--- src/rtl/cpu_pkg.sv ---
// -----------------------------------------------------------------------------
// cpu_pkg
// Shared types and defaults for the instruction-memory controller/arbiter.
//   ctrl_state_e : bring-up sequencer states (IDLE=0, LOAD=1, RUN=2)
//   imem_req_t   : one requester's view of the IMEM port (req, we, addr, wdata)
//   DEF_INST_*   : default IMEM geometry (word address / word data widths)
// -----------------------------------------------------------------------------
package cpu_pkg;

    localparam int DEF_INST_ADDR_WIDTH = 10;
    localparam int DEF_INST_DATA_WIDTH = 32;

    typedef enum logic [1:0] {
        IDLE = 2'd0,
        LOAD = 2'd1,
        RUN  = 2'd2
    } ctrl_state_e;

    // Field widths follow the package defaults; the top module is intended to
    // be built with its width parameters left at these values.
    typedef struct packed {
        logic                           req;
        logic                           we;
        logic [DEF_INST_ADDR_WIDTH-1:0] addr;
        logic [DEF_INST_DATA_WIDTH-1:0] wdata;
    } imem_req_t;

endpackage

--- src/rtl/imem_rd_tracker.sv ---
// -----------------------------------------------------------------------------
// imem_rd_tracker
// Registers a valid bit and a requester tag for every granted IMEM read and
// steers the 1-cycle-later read return to the fetch or loader port.
//   clk          : system clock
//   rst          : asynchronous active-low reset (drops any in-flight read)
//   i_rd_fire    : a read was granted to IMEM this cycle
//   i_rd_ldr     : that read belongs to the loader (0 = fetch)
//   o_f_rvalid   : one-cycle pulse, fetch read data valid on imem_data
//   o_l_rvalid   : one-cycle pulse, loader read data valid on imem_data
// -----------------------------------------------------------------------------
module imem_rd_tracker (
    input  logic clk,
    input  logic rst,
    input  logic i_rd_fire,
    input  logic i_rd_ldr,
    output logic o_f_rvalid,
    output logic o_l_rvalid
);

    logic r_valid;
    logic r_tag;

    // NOTE: registered state uses non-blocking assignments so every flop
    // samples its inputs from the same pre-edge values.
    always_ff @(posedge clk or negedge rst) begin
        if (!rst) begin
            r_valid <= 1'b0;
            r_tag   <= 1'b0;
        end else begin
            r_valid <= i_rd_fire;
            r_tag   <= i_rd_ldr;
        end
    end

    assign o_f_rvalid = r_valid & ~r_tag;
    assign o_l_rvalid = r_valid &  r_tag;

endmodule

--- src/rtl/imem_ctrl_arb.sv ---
// -----------------------------------------------------------------------------
// imem_ctrl_arb
// Owns the single-port synchronous IMEM (1-cycle read latency) and shares it
// between the IF-stage fetch port and the program loader, while sequencing
// CPU bring-up IDLE -> LOAD -> RUN.
//   clk, rst          : clock, asynchronous active-low reset
//   ld_start/ld_done  : loader pulses (IDLE->LOAD, LOAD->RUN)
//   halt_req          : pulse, RUN->IDLE
//   f_*               : fetch request/grant/read-return port
//   l_*               : loader request/grant/read-return port, l_err sticky
//   cpu_start         : IF-stage enable (high in RUN)
//   imem_*            : SRAM port; imem_data is valid 1 cycle after a read
//   load_cnt          : words written during the current LOAD (saturating)
//   ctrl_state        : current sequencer state
// -----------------------------------------------------------------------------
module imem_ctrl_arb
    import cpu_pkg::*;
#(
    parameter int INST_ADDR_WIDTH = DEF_INST_ADDR_WIDTH,
    parameter int INST_DATA_WIDTH = DEF_INST_DATA_WIDTH
) (
    input  logic                       clk,
    input  logic                       rst,
    input  logic                       ld_start,
    input  logic                       ld_done,
    input  logic                       halt_req,
    input  logic                       f_req,
    input  logic [INST_ADDR_WIDTH-1:0] f_addr,
    output logic                       f_gnt,
    output logic                       f_rvalid,
    output logic [INST_DATA_WIDTH-1:0] f_rdata,
    input  logic                       l_req,
    input  logic                       l_we,
    input  logic [INST_ADDR_WIDTH-1:0] l_addr,
    input  logic [INST_DATA_WIDTH-1:0] l_wdata,
    output logic                       l_gnt,
    output logic                       l_rvalid,
    output logic [INST_DATA_WIDTH-1:0] l_rdata,
    output logic                       l_err,
    output logic                       cpu_start,
    output logic                       imem_en,
    output logic                       imem_we,
    output logic [INST_ADDR_WIDTH-1:0] imem_addr,
    output logic [INST_DATA_WIDTH-1:0] imem_wdata,
    input  logic [INST_DATA_WIDTH-1:0] imem_data,
    output logic [INST_ADDR_WIDTH:0]   load_cnt,
    output logic [1:0]                 ctrl_state
);

    localparam logic [INST_ADDR_WIDTH:0] LOAD_CNT_MAX = {1'b1, {INST_ADDR_WIDTH{1'b0}}};

    ctrl_state_e              r_state;
    ctrl_state_e              w_state_nxt;
    logic [INST_ADDR_WIDTH:0] r_load_cnt;
    logic                     r_l_err;
    imem_req_t                w_f;
    imem_req_t                w_l;
    imem_req_t                w_win;

    assign w_f = '{req: f_req, we: 1'b0, addr: f_addr, wdata: '0};
    assign w_l = '{req: l_req, we: l_we, addr: l_addr, wdata: l_wdata};

    always_ff @(posedge clk or negedge rst) begin
        if (!rst) r_state <= IDLE;
        else      r_state <= w_state_nxt;
    end

    // NOTE: every output of this block gets a default first, so no path
    // through the case leaves a signal unassigned and no latch is inferred.
    always_comb begin
        w_state_nxt = r_state;
        f_gnt       = 1'b0;
        l_gnt       = 1'b0;
        case (r_state)
            IDLE: begin
                // ld_start wins over a coincident ld_done: only the LOAD
                // transition is possible from here.
                if (ld_start) w_state_nxt = LOAD;
            end
            LOAD: begin
                l_gnt = l_req;
                if (ld_done) w_state_nxt = RUN;
            end
            RUN: begin
                // Fetch has strict priority; loader writes are never granted.
                f_gnt = f_req;
                l_gnt = l_req & ~l_we & ~f_req;
                if (halt_req) w_state_nxt = IDLE;
            end
            default: w_state_nxt = IDLE;
        endcase
    end

    // The winner's request drives the SRAM port; req here means "granted".
    always_comb begin
        w_win     = w_l;
        w_win.req = l_gnt;
        if (f_gnt) w_win = w_f;
    end

    assign imem_en    = w_win.req;
    assign imem_we    = w_win.req & w_win.we;
    assign imem_addr  = w_win.addr;
    assign imem_wdata = w_win.wdata;

    always_ff @(posedge clk or negedge rst) begin
        if (!rst) begin
            r_load_cnt <= '0;
        end else if (r_state == IDLE && ld_start) begin
            r_load_cnt <= '0;
        end else if (r_state == LOAD && l_gnt && l_we && r_load_cnt != LOAD_CNT_MAX) begin
            r_load_cnt <= r_load_cnt + 1'b1;
        end
    end

    always_ff @(posedge clk or negedge rst) begin
        if (!rst)                                    r_l_err <= 1'b0;
        else if (r_state == RUN && l_req && l_we)    r_l_err <= 1'b1;
    end

    imem_rd_tracker u_rd_tracker (
        .clk        (clk),
        .rst        (rst),
        .i_rd_fire  (imem_en & ~imem_we),
        .i_rd_ldr   (l_gnt),
        .o_f_rvalid (f_rvalid),
        .o_l_rvalid (l_rvalid)
    );

    assign f_rdata    = imem_data;
    assign l_rdata    = imem_data;
    assign cpu_start  = (r_state == RUN);
    assign load_cnt   = r_load_cnt;
    assign l_err      = r_l_err;
    assign ctrl_state = r_state;

endmodule

--- config.mk ---
export PLATFORM = sky130hd
export DESIGN_NAME = imem_ctrl_arb
export DESIGN_NICKNAME = d
export VERILOG_FILES = /design/src/rtl/cpu_pkg.sv /design/src/rtl/imem_rd_tracker.sv /design/src/rtl/imem_ctrl_arb.sv
export SDC_FILE = /design/constraint.sdc
export NUM_CORES = 1
export LEC_CHECK = 0
export BUFFER_PORTS_ARGS = -buffer_cell sky130_fd_sc_hd__buf_2
export CORE_MARGIN = 4
export CORE_UTILIZATION = 29
export DETAILED_ROUTE_END_ITERATION = 6
export GPL_TIMING_DRIVEN = 0
export PLACE_DENSITY = 0.88
export SLEW_MARGIN = 15
export SYNTH_ARGS = -nofsm -noshare
export SYNTH_HDL_FRONTEND = slang
export SYNTH_HIERARCHICAL = 1
export SYNTH_SLANG_ARGS = --single-unit
--- constraint.sdc ---
create_clock -name clk -period 1.9 [get_ports clk]
set_input_delay 0.285 -clock clk [delete_from_list [all_inputs] [get_ports clk]]
set_output_delay 0.285 -clock clk [all_outputs]
set_load 0.02 [all_outputs]
==> results.cfg <==
[setup_path]
worstPathMaxFanout = 4
critical_path_required_ps = 2080
cp_cell_sequence = inv_4 > ha_4 > nand4_1 > or4_4 > or3_1 > a21oi_2
cp_top_family = simple AND/OR/NAND/NOR gates
crit_type = reg -> reg
cp_slowest_stage_delay_ps = 560
cp_num_buf_inv = 1
crit_path_end_kind = flip-flop
arrival_ps = 2180
slowest_stage = or4_4
startpoint_type = flip-flop

[finish]
layout.cells.non_filler = 481
layout.nets = 509
diodes = 0
layout_common_cells = buf_2 (175), buf_4 (78), and2_1 (33)
final_common_cell = buf_2
syn2layout_area_growth_pct = 83.3
drive_gt1_frac = 0.743

[route]
firstDrtPassIters = 4
ant_nets = 0
wl_per_cell_um = 15.5
via_per_inst = 4.28
dr.first_iter.drc_count = 31
drt_wl_total_um = 7450
vias = 2058
route.detailed.drc = 0

[timing]
finalClockSkew_ps = 3.32
worst_slack_ps = -99.6
relSlewSlack = 0.617
fin_crit_ps = 2000
hold_violations = 0
drv_slew = 0
worstMarginPinSlew_ps = 569
fmax_mhz = 500
finalSetupViolations = 15
fin_crit_sh = 1.05
rsz0062_at_grt = true

[clock_network]
cts_sinks = 16
clock_latency_ps = 250
cts_htree_levels = 1
cts_root_buf = clkbuf_8
cts_buffers = 3
cts_tree = yes
path_clk_slew_ps = 70
cts_buffer_depth = 2

[yosys]
synth_cell_type_count = 29
synth-seq-cells = 16
synth_nets = 304
syn_area_per_cell_um2 = 8.28
netlist_instances = 205
ys_warn_count = 6
seq_area_frac_synth = 0.236
synth_area_um2 = 1700

[place]
place_ws_ps = -118
dp.cells = 463
gp_congestion = 0.799
hpwl_um = 6140
portBuffers = 186

[die]
die_w_um = 84.5
die_h_um = 84.5
start_util = 0.304
ioPinCount = 219
core_area_um2 = 5570
rows = 27
dieArea_um2 = 7140

[global_routing]
overflow = 0
grt_pass1_vias = 2136
grt_antenna_before_repair = 0
grt_usage = 0.188
grt_max_degree = 17
grt_pass1_wl_um = 10900

[power_and_ir_drop]
vdd_drop_max_mv = 0.306
power_density_nw_per_um2 = 751
p_leak_nw = 1.76

[status]
status = complete, but fails checks
violations = negative setup slack

[job]
drv_cap = 0

[worst_hold_path]
hp-class = in -> reg
-- synth_stat cells, drive strengths merged --
cell	count	area (um^2)
a21o	1	7.51
dfrtp	16	400
nand4	1	6.26
and2	34	214
nor4	4	25.0
inv	12	45.0
nand3	5	30.0
o211ai	1	7.51
xnor2	5	43.8
nand2	7	26.3
ha	7	87.6
or3	4	26.3
and2b	1	8.76
or4	1	11.3
a41oi	1	8.76
clkbuf	6	22.5
a222oi	1	10.0
nor3b	1	7.51
nor3	2	10.0
a31o	1	8.76
mux2	10	113
nor2	7	26.3
buf	64	480
a21oi	5	25.0
o21ai	7	35.0
mux2i	1	10.0
-- power by group --
| part | leakage (nW) | internal (mW) | switching [mW] |
|---|---|---|---|
| registers | 0.213 | 0.395 | 0.0567 |
| logic | 1.52 | 0.733 | 0.847 |
| clock network | 0.0288 | 0.184 | 0.121 |
-- cell type report --
| type | count | area [um^2] |
|---|---|---|
| clock buffer | 4 | 55.1 |
| buffer | 70 | 529 |
| fill | 533 | 2460 |
| multi-input combinational | 107 | 871 |
| timing repair buffer | 200 | 1110 |
| inverter | 12 | 52.6 |
| sequential | 16 | 403 |
| tap | 72 | 90.1 |
-- metal layers --
| layer | vias up | part of all wire | track usage |
|---|---|---|---|
| li1 | 1008 | - | - |
| met1 | 933 | 0.33 | 0.197 |
| met2 | 103 | 0.57 | 0.372 |
| met3 | 14 | 0.085 | 0.0520 |
| met4 | 0 | 0.017 | 0.0360 |
| met5 | - | 0 | 0 |
-- kinds of logic (layout without fill, tap and decap cells) --
logic type | after synthesis | in the layout | synth area share
XOR/XNOR | 5 | 5 | 0.0258
AND/OR/NAND/NOR | 67 | 67 | 0.231
flip-flops | 16 | 16 | 0.236
multiplexers | 11 | 11 | 0.0723
buffers and inverters | 82 | 286 | 0.323
adder cells (fa/ha/maj) | 7 | 7 | 0.0516
AO/OA/AOI/OAI | 17 | 17 | 0.0605
-- flip-flops by register name (all words and copies together), names as in the netlist --
signal,cells
load_cnt,11
ctrl_state,2
l_err,1
u_rd_tracker/r_tag,1
u_rd_tracker/r_valid,1
-- worst paths after layout --
path | from | endpoint | slack [ps] | depth (start not counted)
worst max register to register | ctrl_state[1] | load_cnt[9] | -100 | 6
worst min register to register | l_err | l_err | 500 | 1
worst min-delay path | ld_start | load_cnt[2] | 330 | 3
max in group asynchronous | rst | ctrl_state[1] | 1140 | 2
min in group asynchronous | rst | load_cnt[1] | 480 | 2
worst max-delay path | ctrl_state[1] | load_cnt[9] | -100 | 6
-- timing repair --
item,in CTS,in global routing
endpoints found under the setup margin,47,30
hold buffers,1,0
endpoints found under the hold margin,16,0
buffers inserted,11,1
resized for setup,32,26
cloned,1,0
pin swaps,4,1
-- worst register-to-register path, delay by kind of cell, from the launching register on --
kind	cells	cell delay [ps]
AO/OA/AOI/OAI	1	130
adder cells (fa/ha/maj)	1	260
buffers and inverters	1	60
flip-flops	1	430
AND/OR/NAND/NOR	3	1050
-- through the flow --
step / cell area (um^2) / total power, mW / setup TNS, ps / utilization / hold slack, ps
floorplan: 1740 / 1.33 / -10.5 / - / -10.6
global placement: 2760 / 1.74 / -693 / 0.495 / 208
detailed placement: 2760 / 1.77 / -1000 / 0.495 / 220
CTS: 3010 / 2.27 / -856 / 0.541 / 296
global route: 3110 / 2.49 / -1920 / 0.558 / 337
finish: 3110 / 2.34 / -901 / 0.558 / 333
Power figures use the tool's default switching activity.
